File: config.mk
export PLATFORM = sky130hd
export DESIGN_NAME = hdmi_timing_gen_flat
export DESIGN_NICKNAME = d
export VERILOG_FILES = /design/src/rtl/hdmi_timing_gen_if.sv /design/src/rtl/hdmi_timing_gen.sv /design/src/flat_wrapper.sv
export SDC_FILE = /design/constraint.sdc
export NUM_CORES = 1
export LEC_CHECK = 0
export ABC_CLOCK_PERIOD_IN_PS = 6000
export BUFFER_PORTS_ARGS = -buffer_cell sky130_fd_sc_hd__buf_2
export CAP_MARGIN = 20
export CORE_AREA = 2 2 76 78
export CTS_CLUSTER_DIAMETER = 40
export CTS_CLUSTER_SIZE = 8
export DETAILED_ROUTE_END_ITERATION = 6
export DIE_AREA = 0 0 78 80
export GPL_TIMING_DRIVEN = 0
export PLACE_DENSITY = 0.94
export SYNTH_ARGS = -nofsm -noshare
export SYNTH_HDL_FRONTEND = slang
export SYNTH_SLANG_ARGS = --single-unit
File: constraint.sdc
create_clock -name pixclk -period 6 [get_ports pixclk]
set_input_delay 1.2 -clock pixclk [delete_from_list [all_inputs] [get_ports pixclk]]
set_output_delay 1.2 -clock pixclk [all_outputs]
set_load 0.02 [all_outputs]
File: src/rtl/hdmi_timing_gen_if.sv
// Timing generator outputs: fetch coordinates to the renderer, controls to the TMDS encoders.
// master = timing generator, slave = renderer/encoder side.
interface hdmi_timing_gen_if #(
    parameter int CW = 12
);
    logic [CW-1:0] x;
    logic [CW-1:0] y;
    logic          fetch_valid;
    logic          VDE;
    logic [1:0]    CD;
    logic [3:0]    ctl;
    logic          preamble;
    logic          guard;
    logic          line_start;
    logic          frame_start;
    logic [7:0]    frame_cnt;

    modport master (
        output x, y, fetch_valid, VDE, CD, ctl, preamble, guard,
               line_start, frame_start, frame_cnt
    );

    modport slave (
        input  x, y, fetch_valid, VDE, CD, ctl, preamble, guard,
               line_start, frame_start, frame_cnt
    );
endinterface

File: src/rtl/hdmi_timing_gen.sv
// Video timing generator: h/v counters -> fetch x/y (1 clk) and encoder controls (1+PIPE_LAT clks).
// Free-running on pixclk; no backpressure, consumers must keep pace with the pixel clock.
module hdmi_timing_gen #(
    parameter int H_ACTIVE  = 640,
    parameter int H_FP      = 16,
    parameter int H_SYNC    = 96,
    parameter int H_BP      = 48,
    parameter int V_ACTIVE  = 480,
    parameter int V_FP      = 10,
    parameter int V_SYNC    = 2,
    parameter int V_BP      = 33,
    parameter bit HS_POL    = 1'b0,
    parameter bit VS_POL    = 1'b0,
    parameter int PIPE_LAT  = 2,
    parameter bit HDMI_MODE = 1'b1,
    parameter int CW        = 12
) (
    input  logic               pixclk,
    input  logic               rst,
    hdmi_timing_gen_if.master  vid
);
    localparam int H_TOTAL = H_ACTIVE + H_FP + H_SYNC + H_BP;
    localparam int V_TOTAL = V_ACTIVE + V_FP + V_SYNC + V_BP;
    localparam int NB      = 7;

    localparam logic [CW-1:0] HA_C    = CW'(H_ACTIVE);
    localparam logic [CW-1:0] HS_BEG  = CW'(H_ACTIVE + H_FP);
    localparam logic [CW-1:0] HS_END  = CW'(H_ACTIVE + H_FP + H_SYNC);
    localparam logic [CW-1:0] H_LAST  = CW'(H_TOTAL - 1);
    localparam logic [CW-1:0] PRE_BEG = CW'(H_TOTAL - 10);
    localparam logic [CW-1:0] PRE_END = CW'(H_TOTAL - 3);
    localparam logic [CW-1:0] GRD_BEG = CW'(H_TOTAL - 2);
    localparam logic [CW-1:0] VA_C    = CW'(V_ACTIVE);
    localparam logic [CW-1:0] VS_BEG  = CW'(V_ACTIVE + V_FP);
    localparam logic [CW-1:0] VS_END  = CW'(V_ACTIVE + V_FP + V_SYNC);
    localparam logic [CW-1:0] V_LAST  = CW'(V_TOTAL - 1);

    localparam logic          HS_IDLE = ~HS_POL;
    localparam logic          VS_IDLE = ~VS_POL;
    // Control word layout: {vde, vsync, hsync, preamble, guard, line_start, frame_start}
    localparam logic [NB-1:0] IDLE    = {1'b0, VS_IDLE, HS_IDLE, 4'b0000};

    if (HDMI_MODE && H_BP < 10) begin : g_chk_bp
        $error("hdmi_timing_gen: H_BP must be >= 10 when HDMI_MODE=1");
    end
    if (PIPE_LAT < 0 || PIPE_LAT > 15) begin : g_chk_lat
        $error("hdmi_timing_gen: PIPE_LAT must be in 0..15");
    end

    logic [CW-1:0] h_q, h_d, v_q, v_d, nv;
    logic [7:0]    fc_q, fc_d;
    logic [CW-1:0] x_q, x_d, y_q, y_d;
    logic          fv_q;
    logic [NB-1:0] stg_q, stg_d;
    logic          h_wrap, v_last, act, nla, hs, vs, pre, grd;

    always_comb begin
        h_wrap = (h_q == H_LAST);
        v_last = (v_q == V_LAST);
        nv     = v_last ? '0 : v_q + 1'b1;
        h_d    = h_wrap ? '0 : h_q + 1'b1;
        v_d    = h_wrap ? nv : v_q;
        fc_d   = (h_wrap && v_last) ? fc_q + 8'd1 : fc_q;

        act    = (h_q < HA_C) && (v_q < VA_C);
        hs     = (h_q >= HS_BEG && h_q < HS_END) ? HS_POL : HS_IDLE;
        vs     = (v_q >= VS_BEG && v_q < VS_END) ? VS_POL : VS_IDLE;
        // Preamble/guard sit at the tail of the line preceding an active line.
        nla    = (nv < VA_C);
        pre    = HDMI_MODE && nla && (h_q >= PRE_BEG) && (h_q <= PRE_END);
        grd    = HDMI_MODE && nla && (h_q >= GRD_BEG);

        x_d    = act ? h_q : '0;
        y_d    = act ? v_q : '0;
        stg_d  = {act, vs, hs, pre, grd,
                  (h_q == '0) && (v_q < VA_C),
                  (h_q == '0) && (v_q == '0)};
    end

    always_ff @(posedge pixclk or posedge rst) begin
        if (rst) begin
            h_q   <= '0;
            v_q   <= '0;
            fc_q  <= '0;
            x_q   <= '0;
            y_q   <= '0;
            fv_q  <= 1'b0;
            stg_q <= IDLE;
        end else begin
            h_q   <= h_d;
            v_q   <= v_d;
            fc_q  <= fc_d;
            x_q   <= x_d;
            y_q   <= y_d;
            fv_q  <= act;
            stg_q <= stg_d;
        end
    end

    logic [NB-1:0] out_w;

    if (PIPE_LAT == 0) begin : g_nodly
        assign out_w = stg_q;
    end else begin : g_dly
        logic [NB-1:0] dly_q [PIPE_LAT];
        always_ff @(posedge pixclk or posedge rst) begin
            if (rst) begin
                for (int i = 0; i < PIPE_LAT; i++) dly_q[i] <= IDLE;
            end else begin
                dly_q[0] <= stg_q;
                for (int i = 1; i < PIPE_LAT; i++) dly_q[i] <= dly_q[i-1];
            end
        end
        assign out_w = dly_q[PIPE_LAT-1];
    end

    assign vid.x           = x_q;
    assign vid.y           = y_q;
    assign vid.fetch_valid = fv_q;
    assign vid.VDE         = out_w[6];
    assign vid.CD          = {out_w[5], out_w[4]};
    assign vid.ctl         = {3'b000, out_w[3]};
    assign vid.preamble    = out_w[3];
    assign vid.guard       = out_w[2];
    assign vid.line_start  = out_w[1];
    assign vid.frame_start = out_w[0];
    assign vid.frame_cnt   = fc_q;

    a_excl: assert property (@(posedge pixclk) disable iff (rst)
        $onehot0({vid.VDE, vid.preamble, vid.guard}));
endmodule

File: src/flat_wrapper.sv
// flat-port wrapper written by rule: the top's interface ports become plain ports
module hdmi_timing_gen_flat 
#(
    parameter int H_ACTIVE  = 640,
    parameter int H_FP      = 16,
    parameter int H_SYNC    = 96,
    parameter int H_BP      = 48,
    parameter int V_ACTIVE  = 480,
    parameter int V_FP      = 10,
    parameter int V_SYNC    = 2,
    parameter int V_BP      = 33,
    parameter bit HS_POL    = 1'b0,
    parameter bit VS_POL    = 1'b0,
    parameter int PIPE_LAT  = 2,
    parameter bit HDMI_MODE = 1'b1,
    parameter int CW        = 12
)
  (pixclk, rst, vid_x, vid_y, vid_fetch_valid, vid_VDE, vid_CD, vid_ctl, vid_preamble, vid_guard, vid_line_start, vid_frame_start, vid_frame_cnt);
  hdmi_timing_gen_if #(.CW(CW)) vid_i ();
  input  logic pixclk;
  input  logic rst;
  output wire logic [$bits(vid_i.x)-1:0] vid_x;
  output wire logic [$bits(vid_i.y)-1:0] vid_y;
  output wire logic [$bits(vid_i.fetch_valid)-1:0] vid_fetch_valid;
  output wire logic [$bits(vid_i.VDE)-1:0] vid_VDE;
  output wire logic [$bits(vid_i.CD)-1:0] vid_CD;
  output wire logic [$bits(vid_i.ctl)-1:0] vid_ctl;
  output wire logic [$bits(vid_i.preamble)-1:0] vid_preamble;
  output wire logic [$bits(vid_i.guard)-1:0] vid_guard;
  output wire logic [$bits(vid_i.line_start)-1:0] vid_line_start;
  output wire logic [$bits(vid_i.frame_start)-1:0] vid_frame_start;
  output wire logic [$bits(vid_i.frame_cnt)-1:0] vid_frame_cnt;
  assign vid_x = vid_i.x;
  assign vid_y = vid_i.y;
  assign vid_fetch_valid = vid_i.fetch_valid;
  assign vid_VDE = vid_i.VDE;
  assign vid_CD = vid_i.CD;
  assign vid_ctl = vid_i.ctl;
  assign vid_preamble = vid_i.preamble;
  assign vid_guard = vid_i.guard;
  assign vid_line_start = vid_i.line_start;
  assign vid_frame_start = vid_i.frame_start;
  assign vid_frame_cnt = vid_i.frame_cnt;
  hdmi_timing_gen #(.H_ACTIVE(H_ACTIVE), .H_FP(H_FP), .H_SYNC(H_SYNC), .H_BP(H_BP), .V_ACTIVE(V_ACTIVE), .V_FP(V_FP), .V_SYNC(V_SYNC), .V_BP(V_BP), .HS_POL(HS_POL), .VS_POL(VS_POL), .PIPE_LAT(PIPE_LAT), .HDMI_MODE(HDMI_MODE), .CW(CW)) u_core (.pixclk(pixclk), .rst(rst), .vid(vid_i));
endmodule
==> out/qor.yml <==
p_int_mw: 0.760
power_switching_share_pct: 21.0
synth_warn: 0
detailroute.via_count: 2220
setup.worst_path.end_class: "primary output"
vias_in_the_first_global_route: 2126
drc: 0
maxUsedRoutingLayer: "met4"
netlist-cell-type-count: 44
finalClockSkew_ns: 0.0106
result_of_the_run: "complete, no violations"
area_growth_syn_to_layout_pct: 17.1
fin_tns_setup_ns: 0
dieWidth_microns: 78
grt-ovfl-total: 0
gr-usage-all-layers_pct: 21.2
cts_root_buffer: "clkbuf_8"
critPathArrivalTime_ns: 1.09
clockBufferDepth: 2
ant_nets: 0
setup.worst_path.class: "flip-flop to primary output"
final_number_of_setup_violating_endpoints: 0
placeableCoreArea_sq_mm: 0.00541
finalWorstPathRequiredPeriod_ns: 2.29
place_congestion: 0.873
worst-endpoint-required_ns: 4.80
setup_slack_of_the_worst_register_to_register_path_ns: 3.79
hold_ws_ns: 0.362
synth_cells: 272
insertedDiodeCount: 0
synthesis.area_sq_mm: 0.00323
power.ir.vdd_worst_v: 0.000125
placement_rows: 27
grt_start_max_net_pins: 78
synth-edff-count: 0
clock_power_share_pct: 44.1
place_ws_ns: 3.85
min_path_type: "flip-flop to flip-flop"
rsz0062_at_grt: "false"
post_route_cells_drive_above_1_share_pct: 27.0
pin_count: 46
critPathMaxFanout: 1
grt_first_pass_wirelength_microns: 9940
number_of_clock_sinks: 77
launching_element_type_of_the_critical_path: "flip-flop"
routed-wl-met3_microns: 307
io_buffer_count: 42
postRouteWirelength_microns: 6090
post_route_setup_slack_ns: 3.71
drt-initial-drc-count: 176
die_h_microns: 80
tightestPinTransition_ns: 0.867
drv_cap: 0
nets: 342
fp.dieArea_sq_mm: 0.00624
post-dp-hpwl_microns: 3980
cellPowerDensity_mw_per_mm2: 255
max-slew-margin-rel_pct: 42.2
cts_tree: "built"
cts_buffers: 9
pwr-share-comb_pct: 1.8
clkLatencyLatePin_ns: 0.34
detail_route.vias_per_cell: 5.43
seq_power_share_pct: 54.1
synthesis.area_per_instance_sq_um: 11.9
power.net_switching_mw: 0.202
post-cts-setup-buffers: 0
synth_seq_area_share_pct: 60.0
cts.htree.levels: 3
postSynthRegisterBits: 77
post_cts_resized: 0
synth_flop_cell: "dfrtp_1"
m1WireLength_microns: 2540
slew_viol_final: 0
hold_buffers: 0
initial_utilization_pct: 59.7
post-route-period-util_pct: 38.1
drt-pass1-iter-count: 5
clk_transition_reported_paths_ns: 0.07
antenna_violations_before_repair: 0
fmaxAchievable_mhz: 437
synth-async-reset-ratio_pct: 100
static-leakage-power_nw: 1.88
met2_layer_wire_length_in_the_routed_design_microns: 3140
timing.final.hold_violations: 0
route.detailed.wl_per_inst_microns: 14.9
==> metrics by stage <==
| step | utilization (%) | area (sq um) | cells | power [mW] |
|---|---|---|---|---|
| after CTS | 69.9 | 3780 | 409 | 0.971 |
| after global routing | 69.9 | 3780 | 409 | 1.00 |
| final | 69.9 | 3780 | 409 | 0.962 |
| after global placement | 65.7 | 3550 | 393 | 0.548 |
| after detailed placement | 65.8 | 3550 | 393 | 0.549 |
| after floorplan | - | 3250 | 279 | 0.544 |
==> cell usage in the layout (no fill, tap or decap), drive strengths merged <==
cell	netlist	final
nor4b	1	1
o31a	1	1
a21oi	3	3
nand2	19	19
mux2	1	1
a21boi	1	1
nor2b	1	1
nor3	13	13
o2111a	1	1
and3	6	6
ha	8	8
dfrtp	71	71
dfstp	6	6
and4	2	2
nor3b	1	1
and2	17	17
or4	1	1
nand3b	1	1
o21ai	16	16
conb	1	8
nand4	14	14
nor4	4	4
inv	6	7
buf	10	52
o2111ai	1	1
clkinv	0	4
o31ai	2	2
nand3	14	14
xor2	8	8
or3	4	4
and4bb	1	1
a2111oi	1	1
clkbuf	9	18
a31oi	1	1
bufinv	0	2
xnor2	14	14
nor2	12	12
==> state kept, by name (all words and copies together), names as in the netlist <==
signal,flops
u_core.v_q,12
u_core.g_dly.dly_q,7
u_core.vid.y,12
u_core.out_w,7
u_core.vid.x,12
u_core.vid.fetch_valid,1
u_core.stg_q,6
u_core.vid.frame_cnt,8
u_core.h_q,12
==> critical path, stage by stage (launching register included) <==
cell     delay (ns)
dfstp_2        0.52
buf_4          0.09
buf_2          0.14
==> worst paths after layout <==
kind,from,end,cells after the start
setup / recovery,u_core.out_w[4],vid_CD[0],2
hold / removal,u_core.g_dly.dly_q[11],u_core.out_w[4],0
setup reg to reg,u_core.v_q[1],u_core.vid.frame_cnt[7],7
hold reg to reg,u_core.g_dly.dly_q[11],u_core.out_w[4],0
max in group asynchronous,rst,u_core.out_w[6],2
min in group asynchronous,rst,u_core.h_q[11],2
==> final cells by class <==
type                       count  area [sq um]
buffer                        19           160
clock buffer                   9           124
clock inverter                 7          98.8
fill                         386          1630
inverter                       6          25.0
multi-input combinational    177          1130
sequential                    77          1930
tap                           72          90.1
timing repair buffer          42           210
==> cell families (layout without fill, tap and decap cells) <==
kind of cell | after synthesis | count (layout) | share of synthesized area [%]
simple gates | 111 | 111 | 19.8
flops | 77 | 77 | 60.0
compound gates | 27 | 27 | 5.04
buf+inv | 25 | 83 | 5.66
xor+xnor | 22 | 22 | 5.97
fa+ha+maj | 8 | 8 | 3.10
other cells | 1 | 8 | 0.116
mux | 1 | 1 | 0.349
==> synth_stat cells, types with 2 or more instances <==
master,instances,area (sq um)
dfrtp_1,71,1780
nand2_1,19,71.3
o21ai_0,16,80.1
and2_1,14,87.6
nand3_1,14,70.1
xnor2_1,14,123
nand4_1,13,81.3
nor2_1,12,45.0
nor3_1,12,60.1
ha_1,8,100
xor2_1,8,70.1
buf_4,7,52.6
dfstp_2,6,158
inv_1,6,22.5
and3_1,5,31.3
clkbuf_1,5,18.8
clkbuf_8,4,55.1
a21oi_1,3,15.0
and2_2,3,22.5
buf_6,3,33.8
nor4_1,3,18.8
or3_1,3,18.8
o31ai_1,2,15.0
==> power groups by stage <==
stage / Sequential (mW) / Combinational, mW / Clock (mW)
2_1_floorplan: 0.533 / 0.0109 / 0
3_3_place_gp: 0.531 / 0.0172 / 0
3_5_place_dp: 0.531 / 0.0178 / 0
4_1_cts: 0.521 / 0.0176 / 0.433
5_1_grt: 0.521 / 0.0199 / 0.461
6_report: 0.521 / 0.0170 / 0.424
==> routing by layer <==
layer	global-route usage [%]	vias to the layer above
met5	0	-
met4	11.2	0
met3	4.07	10
met2	35.7	98
met1	26.1	1068
li1	-	1044
No activity file was read; power rests on OpenSTA's default activity.
